[config.mk]
export PLATFORM = sky130hd
export DESIGN_NAME = alu_flag_skid_stage
export DESIGN_NICKNAME = d
export VERILOG_FILES = /design/src/rtl/alu_flag_skid_stage.sv
export SDC_FILE = /design/constraint.sdc
export NUM_CORES = 1
export LEC_CHECK = 0
export CAP_MARGIN = 20
export CORE_MARGIN = 2
export CORE_UTILIZATION = 41
export DETAILED_ROUTE_END_ITERATION = 10
export PLACE_DENSITY = 0.72
export SYNTH_ARGS = -nofsm -noshare
export SYNTH_HDL_FRONTEND = slang
export SYNTH_SLANG_ARGS = --single-unit
export TNS_END_PERCENT = 1
[constraint.sdc]
create_clock -name clk -period 2 [get_ports clk]
set_input_delay 0.3 -clock clk [delete_from_list [all_inputs] [get_ports clk]]
set_output_delay 0.3 -clock clk [all_outputs]
set_load 0.02 [all_outputs]
[src/rtl/alu_flag_skid_stage.sv]
// alu_flag_skid_stage: EX->MEM boundary stage.
// Holds ALU results in a 2-entry skid FIFO. The head result feeds an OR_GATE
// to form the zero flag. When a flag-writing entry leaves the stage, its
// Z/N/C/V flags are committed to the architectural status register.
// Optional feature macro: ALU_PARITY_FLAG_EN adds out_parity and a P bit to
// status_flags, making it {Z,N,C,V,P}.
//
// Handshake (both sides): a transfer happens on a rising edge where valid and
// ready are both high. in_ready depends only on the occupancy register, and
// out_valid and the head fields come only from registers. No combinational
// path exists from in_* to out_*.

// 8-bit OR reduction cell that derives the zero flag.
module OR_GATE (
  input  logic [7:0] in_i,
  output logic       out_o
);
  // Asserted when any bit of the operand is set.
  assign out_o = |in_i;
endmodule

module alu_flag_skid_stage #(
  parameter int DATA_W = 8,
  parameter int RD_W   = 3
) (
  input  logic              clk,
  input  logic              rst_n,
  input  logic              flush,
  input  logic              in_valid,
  output logic              in_ready,
  input  logic [DATA_W-1:0] in_result,
  input  logic              in_carry,
  input  logic              in_ovf,
  input  logic [RD_W-1:0]   in_rd,
  input  logic              in_wb_en,
  input  logic              in_flag_we,
  output logic              out_valid,
  input  logic              out_ready,
  output logic [DATA_W-1:0] out_result,
  output logic [RD_W-1:0]   out_rd,
  output logic              out_wb_en,
  output logic              out_zero,
  output logic              out_neg,
`ifdef ALU_PARITY_FLAG_EN
  output logic              out_parity,
  output logic [4:0]        status_flags
`else
  output logic [3:0]        status_flags
`endif
);

`ifdef ALU_PARITY_FLAG_EN
  localparam int SF_W = 5;
`else
  localparam int SF_W = 4;
`endif

  // Entry payload storage; the entries are indexed by the 1-bit pointers.
  logic [DATA_W-1:0] res_q [2];
  logic [RD_W-1:0]   rd_q  [2];
  logic [1:0]        carry_q;
  logic [1:0]        ovf_q;
  logic [1:0]        wb_q;
  logic [1:0]        fwe_q;

  // Control state.
  logic [1:0]      count_q, count_d;
  logic            wp_q, wp_d;
  logic            rp_q, rp_d;
  logic [SF_W-1:0] status_q, status_d;

  logic            push;
  logic            pop;
  logic            or_any;
  logic [SF_W-1:0] head_flags;

  assign in_ready  = (count_q != 2'd2);
  assign out_valid = (count_q != 2'd0);
  assign push      = in_valid & in_ready;
  assign pop       = out_valid & out_ready;

  // The head fields are zeroed while empty so stale payload never leaks out.
  always_comb begin
    out_result = '0;
    out_rd     = '0;
    out_wb_en  = 1'b0;
    if (out_valid) begin
      out_result = res_q[rp_q];
      out_rd     = rd_q[rp_q];
      out_wb_en  = wb_q[rp_q];
    end
  end

  OR_GATE u_or_gate (
    .in_i  (out_result),
    .out_o (or_any)
  );

  // out_result is already zero when empty, so zero must be masked by valid.
  assign out_zero = out_valid & ~or_any;
  assign out_neg  = out_result[DATA_W-1];

`ifdef ALU_PARITY_FLAG_EN
  assign out_parity = ^out_result;
  assign head_flags = {out_zero, out_neg, carry_q[rp_q], ovf_q[rp_q], out_parity};
`else
  assign head_flags = {out_zero, out_neg, carry_q[rp_q], ovf_q[rp_q]};
`endif

  assign status_flags = status_q;

  // Next-state logic: a flush discards everything and suppresses any commit.
  always_comb begin
    count_d  = count_q;
    wp_d     = wp_q;
    rp_d     = rp_q;
    status_d = status_q;
    if (flush) begin
      count_d = 2'd0;
      wp_d    = 1'b0;
      rp_d    = 1'b0;
    end else begin
      if (push) wp_d = ~wp_q;
      if (pop)  rp_d = ~rp_q;
      case ({push, pop})
        2'b10:   count_d = count_q + 2'd1;
        2'b01:   count_d = count_q - 2'd1;
        default: count_d = count_q;
      endcase
      if (pop && fwe_q[rp_q]) status_d = head_flags;
    end
  end

  // Control register update; reset outranks flush.
  always_ff @(posedge clk) begin
    if (!rst_n) begin
      count_q  <= 2'd0;
      wp_q     <= 1'b0;
      rp_q     <= 1'b0;
      status_q <= '0;
    end else begin
      count_q  <= count_d;
      wp_q     <= wp_d;
      rp_q     <= rp_d;
      status_q <= status_d;
    end
  end

  // Payload capture; it needs no reset because invalid slots are never shown.
  always_ff @(posedge clk) begin
    if (push && !flush) begin
      res_q[wp_q]   <= in_result;
      rd_q[wp_q]    <= in_rd;
      carry_q[wp_q] <= in_carry;
      ovf_q[wp_q]   <= in_ovf;
      wb_q[wp_q]    <= in_wb_en;
      fwe_q[wp_q]   <= in_flag_we;
    end
  end

endmodule

==> results of run 1 <==
-- metal layers --
layer	GRT usage [%]	vias to the layer above	routed length, um
met1	17.9	493	1210
met5	0	-	0
met3	4.45	5	116
met2	24.9	21	1510
met4	8.59	0	74
li1	-	497	-
-- cell type report --
class	count	area share, %
Clock buffer	6	3.22
Clock inverter	2	2.67
Inverter	3	0.500
Multi-Input combinational cell	59	20.0
Sequential cell	39	48.0
Tap cell	48	2.67
Timing Repair Buffer	56	23.0
-- cells in the final DEF (no fill, tap or decap) --
cell type and count:
ha_1 1, dfxtp_1 9, nor4_4 1, or3_1 1, nor3b_2 1, xor2_1 3, o21ai_0 1, edfxtp_1 30
dlymetal6s2s_1 5, nor2_1 18, nand2b_1 2, nor3_2 2, mux2i_1 12, nand2_1 2, clkbuf_8 5, a41oi_1 1
nor2_2 2, inv_1 3, clkdlybuf4s50_1 27, nor2_4 1, bufinv_16 2, a31o_1 1, nand3_1 1, a211oi_1 2
o21ai_2 1, dlygate4sd2_1 4, buf_4 20, a21oi_1 1, clkbuf_1 1, xnor2_1 1, mux2i_2 4
-- repair_timing --
item                                    in CTS  in global routing
cloned                                       0                  0
gates resized for setup                     10                 14
endpoints found under the setup margin      12                 10
-- cells by family (layout without fill, tap and decap cells) --
kind of cell	Yosys count	after routing	share of synthesized area, %
mux	16	16	10.4
simple gates	31	31	10.0
flops	39	39	70.5
xor+xnor	4	4	2.28
buf+inv	7	67	2.61
compound gates	7	7	3.34
fa+ha+maj	1	1	0.816
-- worst max-delay path: cells and delay by family, from the launching register on --
family	cells	cell delay, ns
buf+inv	3	0.91
flops	1	0.38
simple gates	2	0.18
-- worst max path at each step --
stage               endpoint  cells past startpoint  startpoint
6_report       out_result[6]                      5  count_q[0]
5_1_grt        out_result[6]                      5  count_q[0]
4_1_cts        out_result[2]                      5        flop
3_5_place_dp        out_zero                      5        flop
3_3_place_gp        out_zero                      5        flop
2_1_floorplan     carry_q[0]                      3  count_q[0]
-- registers in the layout, indices dropped and copies added (netlist names), named ones only --
signal	cells
res_q	16
rd_q	6
status_flags	4
carry_q	2
count_q	2
fwe_q	2
ovf_q	2
wb_q	2
rp_q	1
wp_q	1
-- power breakdown --
group | switching, uW | total, uW | internal [uW]
clock | 258 | 757 | 498
sequential | 9.76 | 908 | 898
combinational | 102 | 212 | 110
-- metrics by stage --
step                setup TNS [ns]  util, %  setup WS (ns)  instances  hold slack [ns]
floorplan                    -4.79        -         -0.319        105            0.399
global placement           -0.0756     57.6        -0.0756        205            0.475
detailed placement          -0.137     57.6         -0.137        205            0.486
CTS                         -0.888     61.3         -0.176        213            0.498
global route                -0.259     62.0         -0.181        213            0.528
finish                     -0.0692     62.0        -0.0692        213            0.498
==> reports/qor.yml, run 1 <==
floorplanning:
  die_y_um: 65.2
  initial_utilization_pct: 42.2
  io_pins: 40
  coreArea_um2: 3630
  die_x_um: 65.2
  placementRows: 22
  die_area_um2: 4250
timing:
  post-route-period-util_pct: 103
  max_slew_margin_pct: 68.7
  max_freq_mhz: 483
  rsz0062_at_grt: "true"
  fin_skew_ns: 0.00772
  slew_violations: 0
  hold_violations: 0
  worstMarginPinSlew_ns: 0.467
  setup_viol: 1
  finalCriticalPeriod_ns: 2.07
  worst_slack_ns: -0.0692
detailed_routing:
  final_antenna_net_count: 0
  vias: 1016
  drt-vias-per-instance: 4.77
  drtIter0Drc: 37
  wl_per_cell_um: 13.7
  drc: 0
  drt_wl_total_um: 2910
  drt_first_pass_iters: 4
clock_tree:
  htree_num_levels: 2
  cts_tree: "built"
  postCtsHoldBufs: 0
  clkLatencyLatePin_ns: 0.29
  cts_buffers: 5
  clk_path_buf_depth: 2
  clk_pin_slew_worst_paths_ns: 0.07
  cts_num_sinks: 39
  cts_setup_buffers: 0
  cts_root_buffer: "clkbuf_8"
place:
  hpwl_um: 2150
  gp_congestion: 0.762
  dpl_cell_area_um2: 2090
  numPortBuffers: 39
worst_setup_path:
  rr_endpoint: "count_q[1]"
  path_max_fanout: 7
  critPathCaptureType: "output pin"
  cpPeakStageDelay_ns: 0.61
  cp_data_arrival_time_ns: 1.77
  slowest_stage: "clkdlybuf4s50_1"
  r2r-start: "count_q[0]"
  rrSetupSlack_ns: 0.30
  path_common_cell: "buf_4"
  worst-endpoint-required_ns: 1.70
  reg2regPathDepth: 6
  crit_type: "reg2out"
  start_kind: "flop"
  path_cells: "nor2_4, buf_4, buf_4, nor2_1, clkdlybuf4s50_1"
run_status:
  outcome: "finished, violations left"
  failed_checks: "negative setup slack"
synth:
  synthTopCellsByCount: "edfxtp_1, nor2_1, mux2i_1, dfxtp_1"
  synth.avg_cell_area_um2: 14.6
  synthTopCellsByArea: "edfxtp_1, dfxtp_1, mux2i_1"
  synth_largest_area_cell: "edfxtp_1"
  ys_seq_area_share_pct: 70.5
  synth_warnings: 0
  synth.most_common_cell: "edfxtp_1"
  synthArstFlopShare_pct: 0
  ys.flop_type: "edfxtp_1"
  ys_types: 25
  synth_nets: 126
  synth-edff-count: 30
  synth_top_area_share_pct: 58.7
  synthCells: 105
  ys_ff_latch: 39
  syn_area_um2: 1530
final_layout:
  nets: 185
  multi_input_area_um2: 450
  area.sequential_um2: 1080
  area_growth_pct: 46.9
  fin_area_um2: 2250
  drive_gt1_share_pct: 23.6
  fillers: 308
  antenna-diode-count: 0
power:
  ir_drop_v: 0.000596
  leakage_uw: 0.000902
  total_power_uw: 1880
  power.density_nw_per_um2: 833
global_route:
  track_usage_pct: 15.2
  antenna_found_initial: 0
  grt_overflow: 0
  grt_max_degree: 16
  grt_pass1_wl_um: 4620
  grt_pass1_vias: 1031
min_path:
  holdPathEnd: "status_flags[2]"
  hold_depth: 2
  hold_start: "status_flags[2]"
  hold_class: "reg2reg"
job:
  cap_violations: 0
Note: power is estimated with default switching activity, not from simulation.
==> inputs of run 2 (changes only) <==
--- a/config.mk
+++ b/config.mk
@@ -6,10 +6,10 @@
 export NUM_CORES = 1
 export LEC_CHECK = 0
 export CAP_MARGIN = 20
-export CORE_MARGIN = 2
-export CORE_UTILIZATION = 41
+export CORE_MARGIN = 3
+export CORE_UTILIZATION = 43
 export DETAILED_ROUTE_END_ITERATION = 10
-export PLACE_DENSITY = 0.72
+export PLACE_DENSITY_LB_ADDON = 0.1
 export SYNTH_ARGS = -nofsm -noshare
 export SYNTH_HDL_FRONTEND = slang
 export SYNTH_SLANG_ARGS = --single-unit
==> reports/qor.yml, run 2 (synthesis results as in run 1) <==
clock_tree:
  cts_root_buffer: "clkbuf_4"
  htree_num_levels: 2
  cts_tree: "built"
  clk_path_buf_depth: 2
  cts_num_sinks: 39
  clkLatencyLatePin_ns: 0.34
  clk_pin_slew_worst_paths_ns: 0.11
  cts_buffers: 5
place:
  dpl_cell_area_um2: 2120
  numPortBuffers: 39
  gp_congestion: 0.780
  place_inst: 205
  hpwl_um: 2320
final_layout:
  final_cells: 213
  multi_input_area_um2: 433
  drive_gt1_share_pct: 22.8
  nets: 187
  final_cell_mix: "edfxtp_1, clkdlybuf4s50_1, nor2_1, buf_4, mux2i_1"
  largest_register_ffs: 16
  top_register: "res_q"
  fillers: 268
  area_growth_pct: 40.9
  antenna-diode-count: 0
  fin_area_um2: 2160
  area.sequential_um2: 1080
  mostFrequentLayoutCell: "edfxtp_1"
floorplanning:
  initial_utilization_pct: 45.3
  coreArea_um2: 3390
  die_y_um: 65.7
  die_area_um2: 4320
  placementRows: 21
  io_pins: 40
  die_x_um: 65.7
detailed_routing:
  wl_per_cell_um: 14.1
  drc: 0
  drt-vias-per-instance: 4.78
  final_antenna_net_count: 0
  drtIter0Drc: 27
  vias: 1018
  drt_first_pass_iters: 4
  drt_wl_total_um: 3000
timing:
  worst_slack_ns: -0.0240
  post-route-period-util_pct: 101
  hold_violations: 0
  worstMarginPinSlew_ns: 0.444
  holdWs_ns: 0.511
  rsz0062_at_grt: "true"
  setup_viol: 1
  final.setup.tns_ns: -0.0240
  slew_violations: 0
  finalCriticalPeriod_ns: 2.02
  max_freq_mhz: 494
  fin_skew_ns: 0.00553
  max_slew_margin_pct: 70.2
power:
  total_power_uw: 1490
  power.density_nw_per_um2: 691
  ir_drop_v: 0.000389
  leakage_uw: 0.000841
global_route:
  grt_overflow: 0
  grt_pass1_vias: 1107
  grt_pass1_wl_um: 4820
  track_usage_pct: 15.4
  antenna_found_initial: 0
  grt_max_degree: 13
worst_setup_path:
  path_max_fanout: 9
  worst-endpoint-required_ns: 1.70
  critPathCaptureType: "output pin"
  start_kind: "flop"
  cp_data_arrival_time_ns: 1.72
  crit_type: "reg2out"
run_status:
  outcome: "finished, violations left"
  failed_checks: "negative setup slack"
job:
  cap_violations: 0
min_path:
  hold_class: "reg2reg"
run 2: cell count changes in the layout (fill, tap and decap cells not counted), moves of 2 or more:
cell / previous run / this run
clkdlybuf4s50_1: 27 / 24
mux2i_1: 12 / 14
clkbuf_2: 0 / 2
clkbuf_4: 0 / 5
dlygate4sd2_1: 4 / 9
mux2i_2: 4 / 2
bufinv_16: 2 / 0
clkbuf_8: 5 / 0
nor2_1: 18 / 20
dlymetal6s2s_1: 5 / 2
run 2: final timing paths:
path	startpoint	end	slack, ns	depth (start not counted)
setup / recovery	flop	out_zero	-0.02	5
hold / removal	status_flags[0]	status_flags[0]	0.51	2
setup reg to reg	count_q[0]	count_q[1]	0.37	6
hold reg to reg	status_flags[0]	status_flags[0]	0.51	2
run 2: area by class of cell:
cell class | instances | area share (%)
clock buffer | 6 | 1.91
sequential | 39 | 50.0
timing repair buffer | 58 | 24.3
inverter | 3 | 0.521
clock inverter | 2 | 0.579
tap | 46 | 2.66
multi-input combinational | 59 | 20.0
run 2: through the flow:
stage / setup slack (ns) / utilization (%)
after floorplan: -0.319 / -
after global placement: -0.0416 / 62.5
after detailed placement: -0.174 / 62.5
after CTS: -0.177 / 63.7
after global routing: -0.128 / 63.8
final: -0.0240 / 63.8
run 2: timing repair:
action                                  CTS  global route
pin swaps                                 0             0
gates resized for setup                  19             7
setup buffers                             0             0
hold buffers                              0             0
endpoints found under the setup margin   14             5
hold endpoints to repair                  0             0
run 2: worst max-delay path, cell delays in order, from the launching register on:
cell	delay, ns
dfxtp_1	0.37
buf_12	0.15
mux2i_2	0.26
a41oi_1	0.20
nor4_4	0.21
buf_4	0.19
run 2: power by group:
group / total [uW] / leakage, uW / switching [uW] / internal, uW
sequential: 906 / 0.000348 / 8.41 / 898
combinational: 207 / 0.000465 / 102 / 105
clock: 381 / 0.0000282 / 245 / 136
total: 1490 / 0.000841 / 356 / 1140
run 2: per-layer routing:
metal | up-vias | part of all wire, % | routed length [um] | global-route usage [%]
li1 | 501 | - | - | -
met1 | 486 | 40 | 1210 | 17.4
met2 | 26 | 52 | 1570 | 25.7
met3 | 5 | 6.2 | 186 | 6.15
met4 | 0 | 1.1 | 34 | 6.22
met5 | - | 0 | 0 | 0
